$ cat src/rtl/spi_cmd_decoder.sv
// spi_cmd_decoder: decodes chip-select framed SPI byte streams from SPI_Slave into
// single-cycle bus write/read strobes and feeds read data back to the slave.
module spi_cmd_decoder #(
    parameter int         ADDR_W     = 8,
    parameter int         RD_LATENCY = 1,
    parameter logic [7:0] OP_WRITE   = 8'h01,
    parameter logic [7:0] OP_READ    = 8'h02
) (
    input  logic              i_Clk,
    input  logic              i_Rst,
    input  logic              i_CS_n,
    input  logic              i_RX_DV,
    input  logic [7:0]        i_RX_Byte,
    output logic              o_TX_DV,
    output logic [7:0]        o_TX_Byte,
    output logic              o_Wr_En,
    output logic              o_Rd_En,
    output logic [ADDR_W-1:0] o_Addr,
    output logic [7:0]        o_Wr_Data,
    input  logic [7:0]        i_Rd_Data,
    output logic              o_Busy,
    output logic              o_Err
);

    typedef enum logic [2:0] {
        ST_IDLE    = 3'd0,
        ST_OPCODE  = 3'd1,
        ST_ADDR    = 3'd2,
        ST_WRITE   = 3'd3,
        ST_READ    = 3'd4,
        ST_DISCARD = 3'd5
    } state_t;

    state_t                state_r, state_s;
    logic                  cs_meta_r, cs_sync_r, cs_prev_r;
    logic                  cs_fall_s, cs_rise_s, frame_end_s;
    logic                  mode_rd_r, mode_rd_s;
    logic [ADDR_W-1:0]     ptr_r, ptr_s, addr_s, byte_addr_s;
    logic                  wr_en_s, rd_en_s, err_s, tx_dv_s;
    logic [7:0]            wr_data_s, tx_byte_s;
    logic [RD_LATENCY-1:0] rd_pipe_r;

    assign cs_fall_s   = cs_prev_r & ~cs_sync_r;
    assign cs_rise_s   = ~cs_prev_r & cs_sync_r;
    assign frame_end_s = cs_rise_s & (state_r != ST_IDLE);
    assign byte_addr_s = ADDR_W'(i_RX_Byte);

    // CS synchronizer; resetting to "selected" means a frame still in progress
    // when reset releases cannot fake a falling edge.
    always_ff @(posedge i_Clk or posedge i_Rst) begin
        if (i_Rst) begin
            cs_meta_r <= 1'b0;
            cs_sync_r <= 1'b0;
            cs_prev_r <= 1'b0;
        end else begin
            cs_meta_r <= i_CS_n;
            cs_sync_r <= cs_meta_r;
            cs_prev_r <= cs_sync_r;
        end
    end

    // FSM state register.
    always_ff @(posedge i_Clk or posedge i_Rst) begin
        if (i_Rst) begin
            state_r <= ST_IDLE;
        end else begin
            state_r <= state_s;
        end
    end

    // Next-state logic; frame end wins after the current byte has been decoded.
    always_comb begin
        state_s = state_r;
        if (frame_end_s) begin
            state_s = ST_IDLE;
        end else begin
            case (state_r)
                ST_IDLE:    state_s = cs_fall_s ? ST_OPCODE : ST_IDLE;
                ST_OPCODE: begin
                    if (i_RX_DV) begin
                        if (i_RX_Byte == OP_WRITE || i_RX_Byte == OP_READ) begin
                            state_s = ST_ADDR;
                        end else begin
                            state_s = ST_DISCARD;
                        end
                    end else begin
                        state_s = ST_OPCODE;
                    end
                end
                ST_ADDR: begin
                    if (i_RX_DV) begin
                        state_s = mode_rd_r ? ST_READ : ST_WRITE;
                    end else begin
                        state_s = ST_ADDR;
                    end
                end
                ST_WRITE, ST_READ, ST_DISCARD: state_s = state_r;
                default:    state_s = ST_IDLE;
            endcase
        end
    end

    // Output/datapath decode: strobes, address pointer, mode and error flag.
    always_comb begin
        wr_en_s   = 1'b0;
        rd_en_s   = 1'b0;
        addr_s    = o_Addr;
        wr_data_s = o_Wr_Data;
        ptr_s     = ptr_r;
        mode_rd_s = mode_rd_r;
        err_s     = o_Err;
        case (state_r)
            ST_IDLE: begin
                if (cs_fall_s) begin
                    err_s = 1'b0;
                end else begin
                    err_s = o_Err;
                end
            end
            ST_OPCODE: begin
                if (i_RX_DV) begin
                    if (i_RX_Byte == OP_WRITE) begin
                        mode_rd_s = 1'b0;
                    end else if (i_RX_Byte == OP_READ) begin
                        mode_rd_s = 1'b1;
                    end else begin
                        err_s = 1'b1;
                    end
                end else begin
                    mode_rd_s = mode_rd_r;
                end
            end
            ST_ADDR: begin
                if (i_RX_DV && mode_rd_r) begin
                    rd_en_s = 1'b1;
                    addr_s  = byte_addr_s;
                    ptr_s   = byte_addr_s + ADDR_W'(1'b1);
                end else if (i_RX_DV) begin
                    ptr_s = byte_addr_s;
                end else begin
                    ptr_s = ptr_r;
                end
            end
            ST_WRITE: begin
                if (i_RX_DV) begin
                    wr_en_s   = 1'b1;
                    addr_s    = ptr_r;
                    wr_data_s = i_RX_Byte;
                    ptr_s     = ptr_r + ADDR_W'(1'b1);
                end else begin
                    ptr_s = ptr_r;
                end
            end
            ST_READ: begin
                if (i_RX_DV) begin
                    rd_en_s = 1'b1;
                    addr_s  = ptr_r;
                    ptr_s   = ptr_r + ADDR_W'(1'b1);
                end else begin
                    ptr_s = ptr_r;
                end
            end
            ST_DISCARD: ptr_s = ptr_r;
            default:    ptr_s = ptr_r;
        endcase
        // i_Rd_Data is sampled on the RD_LATENCY-th edge after o_Rd_En rises.
        tx_dv_s   = rd_pipe_r[RD_LATENCY-1] & ~frame_end_s;
        tx_byte_s = tx_dv_s ? i_Rd_Data : o_TX_Byte;
    end

    // Datapath registers and the read-return valid pipe (flushed at frame end).
    always_ff @(posedge i_Clk or posedge i_Rst) begin
        if (i_Rst) begin
            ptr_r     <= {ADDR_W{1'b0}};
            mode_rd_r <= 1'b0;
            rd_pipe_r <= {RD_LATENCY{1'b0}};
        end else begin
            ptr_r     <= ptr_s;
            mode_rd_r <= mode_rd_s;
            rd_pipe_r <= frame_end_s ? {RD_LATENCY{1'b0}}
                                     : ((rd_pipe_r << 1'b1) | RD_LATENCY'(rd_en_s));
        end
    end

    // Registered outputs.
    always_ff @(posedge i_Clk or posedge i_Rst) begin
        if (i_Rst) begin
            o_Wr_En   <= 1'b0;
            o_Rd_En   <= 1'b0;
            o_Addr    <= {ADDR_W{1'b0}};
            o_Wr_Data <= 8'h00;
            o_TX_DV   <= 1'b0;
            o_TX_Byte <= 8'h00;
            o_Busy    <= 1'b0;
            o_Err     <= 1'b0;
        end else begin
            o_Wr_En   <= wr_en_s;
            o_Rd_En   <= rd_en_s;
            o_Addr    <= addr_s;
            o_Wr_Data <= wr_data_s;
            o_TX_DV   <= tx_dv_s;
            o_TX_Byte <= tx_byte_s;
            o_Busy    <= (state_s != ST_IDLE);
            o_Err     <= err_s;
        end
    end

endmodule
$ cat config.mk
export PLATFORM = sky130hd
export DESIGN_NAME = spi_cmd_decoder
export DESIGN_NICKNAME = d
export VERILOG_FILES = /design/src/rtl/spi_cmd_decoder.sv
export SDC_FILE = /design/constraint.sdc
export NUM_CORES = 1
export LEC_CHECK = 0
export BUFFER_PORTS_ARGS = -buffer_cell sky130_fd_sc_hd__buf_4
export CAP_MARGIN = 15
export CORE_MARGIN = 3
export CORE_UTILIZATION = 58
export CTS_CLUSTER_DIAMETER = 80
export CTS_CLUSTER_SIZE = 8
export DETAILED_ROUTE_END_ITERATION = 8
export PLACE_DENSITY = 0.84
export SLEW_MARGIN = 20
export SYNTH_ARGS = -nofsm -noshare
export SYNTH_HDL_FRONTEND = slang
export SYNTH_SLANG_ARGS = --single-unit
$ cat constraint.sdc
create_clock -name i_Clk -period 3.45 [get_ports i_Clk]
set_clock_uncertainty 0.2 [all_clocks]
set_input_delay 0.5175 -clock i_Clk [delete_from_list [all_inputs] [get_ports i_Clk]]
set_output_delay 0.5175 -clock i_Clk [all_outputs]
set_load 0.02 [all_outputs]
==> flow_summary.json <==
{
  "status": "finished clean",
  "regToRegStartpoint": "state_r[1]",
  "grt_max_degree": 30,
  "gpl.final_weighted_congestion": 0.863,
  "async_sr_flop_fraction": 1.00,
  "clock_tree_root_buffer_cell": "clkbuf_8",
  "hpwlAfterDp_microns": 3640,
  "ys_ff_latch": 45,
  "layout-area-overhead-vs-synth_pct": 21.3,
  "finalSetupViolations": 0,
  "synth_top_cell_area_share": 0.498,
  "cellPowerDensity_mw_per_mm2": 717,
  "end_kind": "register",
  "finalCriticalPeriod_ns": 2.31,
  "area.sequential_sq_mm": 0.00113,
  "initial_core_util": 0.609,
  "drt-initial-drc-count": 237,
  "cp.arrival_ns": 2.30,
  "worstPathMaxFanout": 14,
  "power_report.internal_total_mw": 1.22,
  "synth_edf_count": 0,
  "tritoncts": "yes",
  "n_antenna_cell": 0,
  "hold_viol": 0,
  "crit_end": "o_Addr[3]",
  "route.vias.total": 1789,
  "post_cts_resized": 0,
  "period_share": 0.670,
  "ys_warn_count": 0,
  "yosysSeqAreaShare": 0.498,
  "vdd_ir_drop_max_mv": 0.497,
  "hp-class": "input port to asynchronous set/reset pin",
  "worst_skew_pair.late_latency_ns": 0.30,
  "drv_cap": 0,
  "clock_sinks": 45,
  "ctsHtreeMaxLevel": 2,
  "worst_setup_path_class": "register to register",
  "avg_cell_area_syn_sq_um": 10.9,
  "antenna_found_initial": 0,
  "first_global_vias": 1633,
  "required_ns": 3.44,
  "share_seq_of_total_power": 0.428,
  "post_route_cells_drive_above_1_share": 0.364,
  "fillerInstances": 281,
  "netSwitchingPower_uw": 748,
  "synth_largest_area_cell": "dfrtp_1",
  "synth.top_cells.by_area": "dfrtp_1 50%, mux2_2 12%, o21ai_0 4.4%",
  "synth_ff_type": "dfrtp_1",
  "dp.cells": 298,
  "clockBufferDepth": 2,
  "power.share.clock": 0.171,
  "num_rows": 22,
  "setup.worst_path.start": "state_r[1]",
  "leakagePower_nw": 1.26,
  "setup-tns-final_ns": 0,
  "synth.distinct_cells": 47,
  "grt-ovfl-total": 0,
  "rsz_0062_raised_after_global_routing": "false",
  "syn_nets": 232,
  "power.share.switching": 0.380,
  "final_antenna_net_count": 0,
  "layout_commonest_cell": "buf_4",
  "transition_time_at_the_pin_with_the_least_slew_margin_ns": 0.596,
  "p_total_mw": 1.97,
  "worst_r2r_path_depth": 4,
  "routed_via_density": 5.85,
  "mappedNetlistArea_sq_mm": 0.00226,
  "die_area_sq_mm": 0.00469,
  "top_level_ports": 49,
  "buffer_ports.inserted": 48,
  "globalRouteTotalUtil": 0.231,
  "post_layout_nonfiller_instances": 306,
  "cts.hold.buffers_added": 0,
  "fp.dieH_microns": 68.5,
  "post_synth_inst_count": 208,
  "reg2reg_slack_ns": 1.14,
  "clk_transition_reported_paths_ns": 0.09,
  "multi_input_comb_area_sq_mm": 0.00106,
  "max_freq_mhz": 433,
  "standard_cell_core_area_sq_mm": 0.00372,
  "regToRegEndpoint": "o_Addr[3]",
  "mostFrequentLayoutCells": "49 x buf_4, 45 x dfrtp_1, 24 x mux2_2, 20 x o21ai_0, 14 x nand2_1",
  "max_slew_margin": 0.602,
  "combinationalPowerShare": 0.401,
  "critical_path_launch_point_type": "register",
  "drcViolationCount": 0,
  "maxSlewViolCount": 0,
  "cts_inserted_buffers": 5,
  "post_cts_buffers": 0,
  "nNetsFinal": 281,
  "detailed_route_wl_microns": 4970,
  "drt_pass1_iterations": 4,
  "die_width_microns": 68.5,
  "grt_pass1_wl_microns": 7870,
  "routed_wire_length_per_instance_microns": 16.2
}
state kept, by name, summed over array words and instances (netlist names), 3 cells and up:
signal	cells
o_Addr	8
o_TX_Byte	8
o_Wr_Data	8
ptr_r	8
state_r	3
cells by family after synthesis:
kind of cell,count (synthesis),share of synthesized area
AND/OR/NAND/NOR,60,0.155
AO/OA/AOI/OAI,53,0.149
flip-flops,45,0.498
multiplexers,25,0.124
buffers and inverters,16,0.0326
XOR/XNOR,5,0.0194
adder cells (fa/ha/maj),4,0.0221
metal layers:
layer,up-vias,global-route usage,part of all wire
met5,-,0,0
met4,0,0.0844,0.019
met3,9,0.0476,0.072
met2,75,0.349,0.46
met1,854,0.326,0.45
li1,851,-,-
power groups by stage:
stage          Sequential, mW  Clock, mW  Combinational, mW
2_1_floorplan           0.949          0              0.391
3_3_place_gp            0.841          0              0.774
3_5_place_dp            0.848          0              0.789
4_1_cts                 0.839      0.342              0.791
5_1_grt                 0.867      0.364              0.850
6_report                0.843      0.337              0.789
how the worst min path moves through the flow:
stage / from / endpoint / slack [ns] / cells after the start
5_1_grt: i_CS_n / cs_meta_r / 0.10 / 1
3_5_place_dp: cs_meta_r / cs_sync_r / 0.14 / 0
3_3_place_gp: cs_meta_r / cs_sync_r / 0.13 / 0
2_1_floorplan: cs_meta_r / cs_sync_r / 0.13 / 0
4_1_cts: i_CS_n / cs_meta_r / 0.11 / 1
6_report: i_Rst / ptr_r[5] / 0.08 / 2
stage by stage:
step / util / instance area [sq um] / setup slack, ns / hold WS, ns
floorplan: - / 2260 / 1.42 / 0.131
global placement: 0.713 / 2650 / 1.20 / 0.134
detailed placement: 0.713 / 2650 / 1.18 / 0.136
CTS: 0.738 / 2740 / 1.17 / 0.111
global route: 0.738 / 2740 / 1.02 / 0.105
finish: 0.738 / 2740 / 1.14 / 0.0767
critical path, stage by stage, from the launching register on:
cell and delay (ns):
dfrtp_1 0.53, and3b_1 0.31, nor2_2 0.49, mux2_2 0.40, mux2_2 0.27
cell usage after synthesis (4+ instances only):
library cell	instances
nor2b_1	4
nor3_1	5
inv_1	9
dfrtp_1	45
nand2_1	14
mux2_2	24
o31ai_1	4
nor2_1	9
ha_1	4
nand3_1	5
a21oi_1	10
buf_2	5
xnor2_1	4
o21ai_0	20
layout make-up:
type	count	share of cell area
Timing Repair Buffer	49	0.134
Multi-Input combinational cell	147	0.387
Tap cell	48	0.0219
Clock buffer	5	0.0251
Clock inverter	3	0.00912
Inverter	9	0.0123
Sequential cell	45	0.410
No activity file was read; power rests on OpenSTA's default activity.
